[src/rtl/hazard_forward_ctrl.sv]
// hazard_forward_ctrl: operand forwarding, load-use stall/bubble, taken-branch
// flush and multi-cycle EX freeze for a 5-stage pipeline.
//
// Ports:
//   clk, rst_n             clock, synchronous active-low reset
//   RS_2 / RS_3            source register indices in ID / EX (5 bits per source)
//   ALU_Src_3              EX uses immediate as operand B (source 1)
//   RD_3, Mem_Read_3       EX destination, EX is a load
//   RD_4/Reg_Write_4       MEM destination and write enable
//   RD_5/Reg_Write_5       WB destination and write enable
//   MC_Start_3             multi-cycle op enters EX
//   Branch_Taken_3         branch resolved taken in EX
//   Sel, Store_Sel         operand / store-data forward selects
//   Stall_1/2/3            hold PC / IF-ID / ID-EX+EX
//   Flush_2/3              zero IF-ID / bubble into ID-EX
//   Busy, Mc_Done          multi-cycle op in progress / final wait cycle
//
// Optional: define HAZ_PERF_EN to add saturating Lu_Stall_Cnt, Mc_Stall_Cnt
// and Flush_Cnt event counters of width CNT_W.
//
// Hazard outputs are combinational from the current inputs and FSM state and
// are forced inactive while rst_n is low.
module hazard_forward_ctrl #(
  parameter int unsigned NUM_SRC = 2,
  parameter int unsigned MC_LAT  = 4,
  parameter int unsigned CNT_W   = 32
) (
  input  logic                   clk,
  input  logic                   rst_n,
  input  logic [5*NUM_SRC-1:0]   RS_2,
  input  logic [5*NUM_SRC-1:0]   RS_3,
  input  logic                   ALU_Src_3,
  input  logic [4:0]             RD_3,
  input  logic                   Mem_Read_3,
  input  logic [4:0]             RD_4,
  input  logic                   Reg_Write_4,
  input  logic [4:0]             RD_5,
  input  logic                   Reg_Write_5,
  input  logic                   MC_Start_3,
  input  logic                   Branch_Taken_3,
  output logic [2*NUM_SRC-1:0]   Sel,
  output logic [1:0]             Store_Sel,
  output logic                   Stall_1,
  output logic                   Stall_2,
  output logic                   Stall_3,
  output logic                   Flush_2,
  output logic                   Flush_3,
  output logic                   Busy,
  output logic                   Mc_Done
`ifdef HAZ_PERF_EN
  ,
  output logic [CNT_W-1:0]       Lu_Stall_Cnt,
  output logic [CNT_W-1:0]       Mc_Stall_Cnt,
  output logic [CNT_W-1:0]       Flush_Cnt
`endif
);

  localparam int unsigned CW = (MC_LAT > 2) ? $clog2(MC_LAT) : 1;

  // Elaboration-time parameter checks
  if (MC_LAT < 2) begin : g_bad_mc_lat
    $error("hazard_forward_ctrl: MC_LAT must be >= 2");
  end
  if (NUM_SRC < 2) begin : g_bad_num_src
    $error("hazard_forward_ctrl: NUM_SRC must be >= 2");
  end
  if (CNT_W < 1) begin : g_bad_cnt_w
    $error("hazard_forward_ctrl: CNT_W must be >= 1");
  end

  typedef enum logic {RUN, MC_WAIT} state_t;

  state_t                state, state_nxt;
  logic [CW-1:0]         cnt, cnt_nxt;
  logic [2*NUM_SRC-1:0]  sel_c;
  logic [1:0]            store_c;
  logic                  lu_c;
  logic                  stall_fe, stall_ex, flush2, flush3, busy, mc_done;
  logic                  lu_ev, br_ev, ex_stall;

  // Forward selects (MEM over WB) and load-use detection
  always_comb begin
    sel_c   = '0;
    store_c = 2'b00;
    lu_c    = 1'b0;
    for (int i = 0; i < NUM_SRC; i++) begin
      if (Reg_Write_4 && RD_4 != 5'd0 && RD_4 == RS_3[5*i +: 5])
        sel_c[2*i +: 2] = 2'b01;
      else if (Reg_Write_5 && RD_5 != 5'd0 && RD_5 == RS_3[5*i +: 5])
        sel_c[2*i +: 2] = 2'b10;
      if (Mem_Read_3 && RD_3 != 5'd0 && RD_3 == RS_2[5*i +: 5])
        lu_c = 1'b1;
    end
    // Store data always takes rs2's forward, even when the ALU uses the immediate
    store_c = sel_c[3:2];
    if (ALU_Src_3)
      sel_c[3:2] = 2'b11;
  end

  // FSM state register
  always_ff @(posedge clk) begin
    if (!rst_n) begin
      state <= RUN;
      cnt   <= '0;
    end else begin
      state <= state_nxt;
      cnt   <= cnt_nxt;
    end
  end

  // FSM next state and hazard controls
  always_comb begin
    state_nxt = state;
    cnt_nxt   = cnt;
    stall_fe  = 1'b0;
    stall_ex  = 1'b0;
    flush2    = 1'b0;
    flush3    = 1'b0;
    busy      = 1'b0;
    mc_done   = 1'b0;
    lu_ev     = 1'b0;
    br_ev     = 1'b0;
    case (state)
      RUN: begin
        if (Branch_Taken_3) begin
          flush2 = 1'b1;
          flush3 = 1'b1;
          br_ev  = 1'b1;
        end else if (lu_c) begin
          stall_fe = 1'b1;
          flush3   = 1'b1;
          lu_ev    = 1'b1;
        end
        // The EX op is older than the branch, so it starts regardless
        if (MC_Start_3) begin
          stall_fe  = 1'b1;
          stall_ex  = 1'b1;
          state_nxt = MC_WAIT;
          cnt_nxt   = CW'(MC_LAT - 2);
        end
      end
      MC_WAIT: begin
        busy = 1'b1;
        if (cnt != '0) begin
          stall_fe = 1'b1;
          stall_ex = 1'b1;
          cnt_nxt  = cnt - CW'(1);
        end else begin
          mc_done   = 1'b1;
          state_nxt = RUN;
        end
      end
      default: state_nxt = RUN;
    endcase
  end

  // A bubble into ID/EX wins over holding it
  assign ex_stall  = stall_ex & ~flush3;

  assign Sel       = rst_n ? sel_c : '0;
  assign Store_Sel = rst_n ? store_c : 2'b00;
  assign Stall_1   = rst_n & stall_fe;
  assign Stall_2   = rst_n & stall_fe;
  assign Stall_3   = rst_n & ex_stall;
  assign Flush_2   = rst_n & flush2;
  assign Flush_3   = rst_n & flush3;
  assign Busy      = rst_n & busy;
  assign Mc_Done   = rst_n & mc_done;

`ifdef HAZ_PERF_EN
  // Saturating event counters
  always_ff @(posedge clk) begin
    if (!rst_n) begin
      Lu_Stall_Cnt <= '0;
      Mc_Stall_Cnt <= '0;
      Flush_Cnt    <= '0;
    end else begin
      if (lu_ev && Lu_Stall_Cnt != '1)
        Lu_Stall_Cnt <= Lu_Stall_Cnt + CNT_W'(1);
      if (ex_stall && Mc_Stall_Cnt != '1)
        Mc_Stall_Cnt <= Mc_Stall_Cnt + CNT_W'(1);
      if (br_ev && Flush_Cnt != '1)
        Flush_Cnt <= Flush_Cnt + CNT_W'(1);
    end
  end
`endif

endmodule

[config.mk]
export PLATFORM = sky130hd
export DESIGN_NAME = hazard_forward_ctrl
export DESIGN_NICKNAME = d
export VERILOG_FILES = /design/src/rtl/hazard_forward_ctrl.sv
export SDC_FILE = /design/constraint.sdc
export NUM_CORES = 1
export LEC_CHECK = 0
export CELL_PAD_IN_SITES_DETAIL_PLACEMENT = 1
export CELL_PAD_IN_SITES_GLOBAL_PLACEMENT = 1
export CORE_UTILIZATION = 42
export CTS_CLUSTER_DIAMETER = 60
export DETAILED_ROUTE_END_ITERATION = 16
export DONT_BUFFER_PORTS = 1
export PLACE_DENSITY = 0.85
export SLEW_MARGIN = 30
export SYNTH_ARGS = -nofsm -noshare
export SYNTH_HDL_FRONTEND = slang
export SYNTH_SLANG_ARGS = --single-unit
[constraint.sdc]
create_clock -name clk -period 4.7 [get_ports clk]
set_clock_uncertainty 0.1 [all_clocks]
set_input_delay 1.175 -clock clk [delete_from_list [all_inputs] [get_ports clk]]
set_output_delay 1.175 -clock clk [all_outputs]
set_load 0.02 [all_outputs]
==> results of run 1 <==
report_power, final:
part           switching [mW]  internal [mW]
Combinational          0.0305         0.0272
Sequential            0.00268         0.0280
Clock                  0.0178         0.0321
Total                  0.0510         0.0873
cell families after synthesis:
group                      count (synthesis)  synth area share [%]
adders and majority gates                  1                  1.93
xor gates and xnor gates                  30                  40.6
DFF                                        3                  9.28
and+or+nand+nor                           30                  26.9
buffers and inverters                      8                  5.22
AOI/OAI and AO/OA                         12                  16.1
per-stage QoR:
stage          cell area, um^2  cells  util, %  hold slack [ps]  setup WS, ps
5_1_grt                    711    105     52.0              445           788
2_1_floorplan              647     84        -              376           758
6_report                   711    105     52.0              439           826
4_1_cts                    711    105     52.0              445           831
3_3_place_gp               684    101     50.1              384           867
3_5_place_dp               684    101     50.1              442           830
cells in the mapped netlist (all sizes together):
| cell | instances |
|---|---|
| and2 | 4 |
| dfxtp | 3 |
| ha | 1 |
| or4b | 1 |
| a22oi | 1 |
| o21a | 3 |
| xor2 | 19 |
| o41ai | 2 |
| o21ai | 2 |
| nand3 | 4 |
| nand2 | 4 |
| o221a | 1 |
| nor4 | 4 |
| o211ai | 1 |
| nor3 | 2 |
| and3 | 1 |
| a311oi | 1 |
| or4 | 4 |
| clkbuf | 1 |
| buf | 1 |
| o21bai | 1 |
| xnor2 | 11 |
| inv | 6 |
| nor2 | 5 |
| or2 | 1 |
sequential cells by signal, summed over array words and instances, names as in the netlist:
register  cells
cnt           2
state         1
worst max-delay path by stage:
stage | startpoint | end | slack (ps) | depth (start not counted)
2_1_floorplan | RD_4[1] | Store_Sel[1] | 760 | 4
3_3_place_gp | RD_4[1] | Sel[3] | 870 | 4
4_1_cts | RD_4[1] | Sel[3] | 830 | 4
6_report | RD_4[1] | Sel[3] | 830 | 4
5_1_grt | RD_4[1] | Sel[3] | 790 | 4
3_5_place_dp | RD_4[1] | Sel[3] | 830 | 4
worst max-delay path, cell delays in order:
cell and delay (ps):
or4_1 520, o21ai_2 180, nor4_2 110, o41ai_2 610
per-layer routing:
layer | routed length [um] | global-route usage, %
met3 | 204 | 9.24
met1 | 586 | 14.9
met5 | 0 | 0
met2 | 991 | 49.2
met4 | 72 | 19.4
area by class of cell:
class | instances | area, um^2
fill | 169 | 656
multi-input combinational | 73 | 553
sequential | 3 | 60.1
timing repair buffer | 4 | 30.0
clock buffer | 4 | 26.3
inverter | 6 | 22.5
tap | 15 | 18.8
cell usage in the layout (no fill, tap or decap), types with 2 or more instances in the layout:
master    netlist  routed
nand3_1         4       4
or4_1           4       4
buf_4           1       4
nor3_1          2       2
xnor2_1        11      11
clkbuf_4        0       3
o21a_1          3       3
nand2_1         4       4
nor4_1          3       3
xor2_1         19      19
dfxtp_1         3       3
nor2_1          5       5
inv_1           6       6
and2_1          3       3
==> impl_results.md, run 1 <==
- Post-CTS sizing: 0
- Setup TNS: 0 ps
- Worst-Margin Slew: 573 ps
- Critical path launch point type: input port
- WS Path Type: in2out
- DIE AREA: 0.00170 mm^2
- Number of setup buffers added after CTS: 0
- Crit Path Max Fanout: 4
- Core Footprint: 0.00137 mm^2
- Peak supply drop: 0.0604 mV
- Total CTS buffers: 3
- Worst-path clk slew: 40 ps
- Clk sinks: 3
- Flop2flop setup slack: 3350 ps
- Clk_lat worst skew: 250 ps
- Antenna violations before repair: 0
- Crit path time final: 3870 ps
- Critical Path Sink Type: primary output
- PwrDens: 195 mW/mm^2
- PortBufs: 0
- Die span in x: 41.2 um
- Maxcap violations: 0
- Starting Density: 47.3%
- Mapped Cells: 84
- RePlAce Congestion: 0.747
- YS warnings: 0
- CTS Root Cell: clkbuf_4
- Final net count: 135
- Core Rows: 13
- Routed Antenna Nets: 0
- Min-delay worst type: reg2reg
- Fin crit share: 82.4%
- Final Hold Viols: 0
- Post-synthesis sequential area ratio: 9.28%
- DRC Markers: 0
- Startpoint of the worst hold path: cnt[1]$_SDFFE_PN0P_
- Final setup viols: 0
- N_diodes: 0
- Worst path required time: 3420 ps
- Syn Area/Cell: 7.70 um^2
- WHS Endpoint: cnt[1]$_SDFFE_PN0P_
- R2R cell count: 6
- Vias in the first global route: 665
- Via density: 6.15
- Synth top area cells: xor2_1 26%, xnor2_1 15%, dfxtp_1 9.3%
- Pleak: 0.279 nW
- Total Power: 0.138 mW
- Overflow after GRT: 0
- Area Growth Syn to Fin: 9.86%
- H-Tree Depth: 1
- Vias post-DR: 646
- CTS Buffer Depth: 2
- IO Count: 56
- Synth unique cells: 29
- Worst hold path cell count: 2
- Pins Over Slew Limit: 0
- Crit path arrival time: 2600 ps
- FF-to-FF Start: cnt[0]$_SDFFE_PN0P_
- Share of the synthesized area in the top cell type: 25.7%
- Die H: 41.2 um
- Slew margin rel.: 61.4%
- Syn_nets: 128
- RSZ-0062 raised after global routing: false
- Synth area leader: xor2_1
- Status: complete, no violations
- Global-route wire length before repair: 2.50 mm
- Cts hold-fix bufs: 0
- CTS tree: built
- Max Fclk: 0.258 GHz
- Initial DRC count: 3
- Synth Register Bits: 3
- Post-Syn Area: 647 um^2
- Wire length per cell: 17.7 um
- GRT Overall Usage: 23.7%
- Reg-to-reg endpoint: cnt[1]$_SDFFE_PN0P_
- Fraction of layout cells with a size suffix above 1: 15.6%
- Total routed wirelength: 1.86 mm
- Largest net degree at the start of global routing: 11
- Drt pass-1 iters: 3
Power figures use the tool's default switching activity.
==> run 2: changes to the inputs <==
--- a/config.mk
+++ b/config.mk
@@ -7,11 +7,11 @@
 export LEC_CHECK = 0
 export CELL_PAD_IN_SITES_DETAIL_PLACEMENT = 1
 export CELL_PAD_IN_SITES_GLOBAL_PLACEMENT = 1
-export CORE_UTILIZATION = 42
+export CORE_UTILIZATION = 39
 export CTS_CLUSTER_DIAMETER = 60
 export DETAILED_ROUTE_END_ITERATION = 16
 export DONT_BUFFER_PORTS = 1
-export PLACE_DENSITY = 0.85
+export PLACE_DENSITY = 0.8
 export SLEW_MARGIN = 30
 export SYNTH_ARGS = -nofsm -noshare
 export SYNTH_HDL_FRONTEND = slang
==> constraint.sdc (replaced) <==
create_clock -name clk -period 3.7 [get_ports clk]
set_clock_uncertainty 0.1 [all_clocks]
set_input_delay 0.925 -clock clk [delete_from_list [all_inputs] [get_ports clk]]
set_output_delay 0.925 -clock clk [all_outputs]
set_load 0.02 [all_outputs]
==> impl_results.md, run 2 (synthesis gave the netlist of run 1 again) <==
- Vias post-DR: 629
- Routed Antenna Nets: 0
- PwrDens: 244 mW/mm^2
- Overflow after GRT: 0
- Crit path time final: 3270 ps
- Total Power: 0.175 mW
- DIE AREA: 0.00183 mm^2
- Area Growth Syn to Fin: 11.2%
- Fraction of layout cells with a size suffix above 1: 16.5%
- Pins Over Slew Limit: 0
- RePlAce Congestion: 0.708
- Max reg flops: 2
- Vias in the first global route: 695
- CP cell instances: or4_1 -> o21ai_2 -> nor4_2 -> o41ai_2 -> buf_4
- Buf/Inv on CP: 1
- Max Fclk: 0.306 GHz
- Clk sinks: 3
- PortBufs: 0
- Status: complete, no violations
- Biggest register: cnt
- Setup TNS: 0 ps
- Final Hold Viols: 0
- N_diodes: 0
- Min-delay worst type: reg2reg
- Slew margin rel.: 70.5%
- CP max-delay cell: or4_1
- Total routed wirelength: 1.76 mm
- Via density: 5.88
- Max incr delay on CP: 530 ps
- Pleak: 0.284 nW
- GRT Overall Usage: 20.6%
- Final net count: 136
- CTS Root Cell: clkbuf_4
- WS Path Type: in2out
- Number of setup buffers added after CTS: 0
- Initial DRC count: 5
- Fin crit share: 88.4%
- Largest net degree at the start of global routing: 11
- DRC Markers: 0
- Crit Path Max Fanout: 4
- Post-route cell area: 719 um^2
- Antenna violations before repair: 0
- Cts hold-fix bufs: 0
- IO Count: 56
- CTS Buffer Depth: 2
- Die span in x: 42.7 um
- Core Rows: 14
- Most frequent cells in the layout: 19 x xor2_1, 11 x xnor2_1, 6 x inv_1
- Core Footprint: 0.00152 mm^2
- Setup WS pre-CTS: 412 ps
- Post-CTS sizing: 0
- CP delay by family, top: simple AND/OR/NAND/NOR gates
- Peak supply drop: 0.0734 mV
- Crit path arrival time: 2250 ps
- Worst-Margin Slew: 439 ps
- Global-route wire length before repair: 2.77 mm
- Final setup viols: 0
- Starting Density: 42.4%
- Total CTS buffers: 3
- Worst path required time: 2670 ps
- Critical path launch point type: input port
- Wire length per cell: 16.4 um
- Top Registers: cnt (2), state (1)
- H-Tree Depth: 1
- Clk_lat worst skew: 250 ps
- Post-DP Area: 693 um^2
- Commonest non-fill, non-tap cell in the layout: xor2_1
- Worst hold slack: 418 ps
- Drt pass-1 iters: 2
- Maxcap violations: 0
- Final HPWL DP: 1.50 mm
- Critical Path Sink Type: primary output
- Final Worst Setup Slack: 429 ps
- RSZ-0062 raised after global routing: false
- Die H: 42.7 um
- CTS tree: built
- Worst-path clk slew: 40 ps
## run 2: worst reg2reg max path: cells and delay by family (launching register included)
kind / cells / cell delay (ps)
AO/OA/AOI/OAI: 2 / 420
adder cells (fa/ha/maj): 1 / 230
buffers and inverters: 1 / 60
flip-flops: 1 / 300
AND/OR/NAND/NOR: 2 / 140
## run 2: worst paths after layout
path | start | endpoint | depth (start not counted) | slack (ps)
hold reg to reg | cnt[1]$_SDFFE_PN0P_ | cnt[1]$_SDFFE_PN0P_ | 2 | 420
setup reg to reg | cnt[0]$_SDFFE_PN0P_ | cnt[1]$_SDFFE_PN0P_ | 6 | 2360
setup / recovery | RD_4[1] | Sel[3] | 5 | 430
hold / removal | cnt[1]$_SDFFE_PN0P_ | cnt[1]$_SDFFE_PN0P_ | 2 | 420
## run 2: cell type report
| cell class | count | area [um^2] |
|---|---|---|
| fill | 199 | 805 |
| multi-input combinational | 73 | 553 |
| sequential | 3 | 60.1 |
| timing repair buffer | 5 | 37.5 |
| clock buffer | 4 | 26.3 |
| inverter | 6 | 22.5 |
| tap | 16 | 20.0 |
## run 2: per-layer routing
layer,GRT usage (%),vias up,wire [um]
met1,19.6,273,615
met2,37.6,44,894
met4,11.3,0,43
met3,7.23,5,201
li1,-,307,-
met5,0,-,0
## run 2: power breakdown
part,total (mW),internal [mW],switching (mW)
clock,0.0640,0.0408,0.0232
combinational,0.0724,0.0353,0.0371
sequential,0.0389,0.0356,0.00338
## run 2: stage by stage
step | util (%) | cells
after floorplan | - | 84
after CTS | 47.2 | 107
after detailed placement | 45.5 | 103
after global placement | 45.5 | 103
after global routing | 47.2 | 107
final | 47.2 | 107
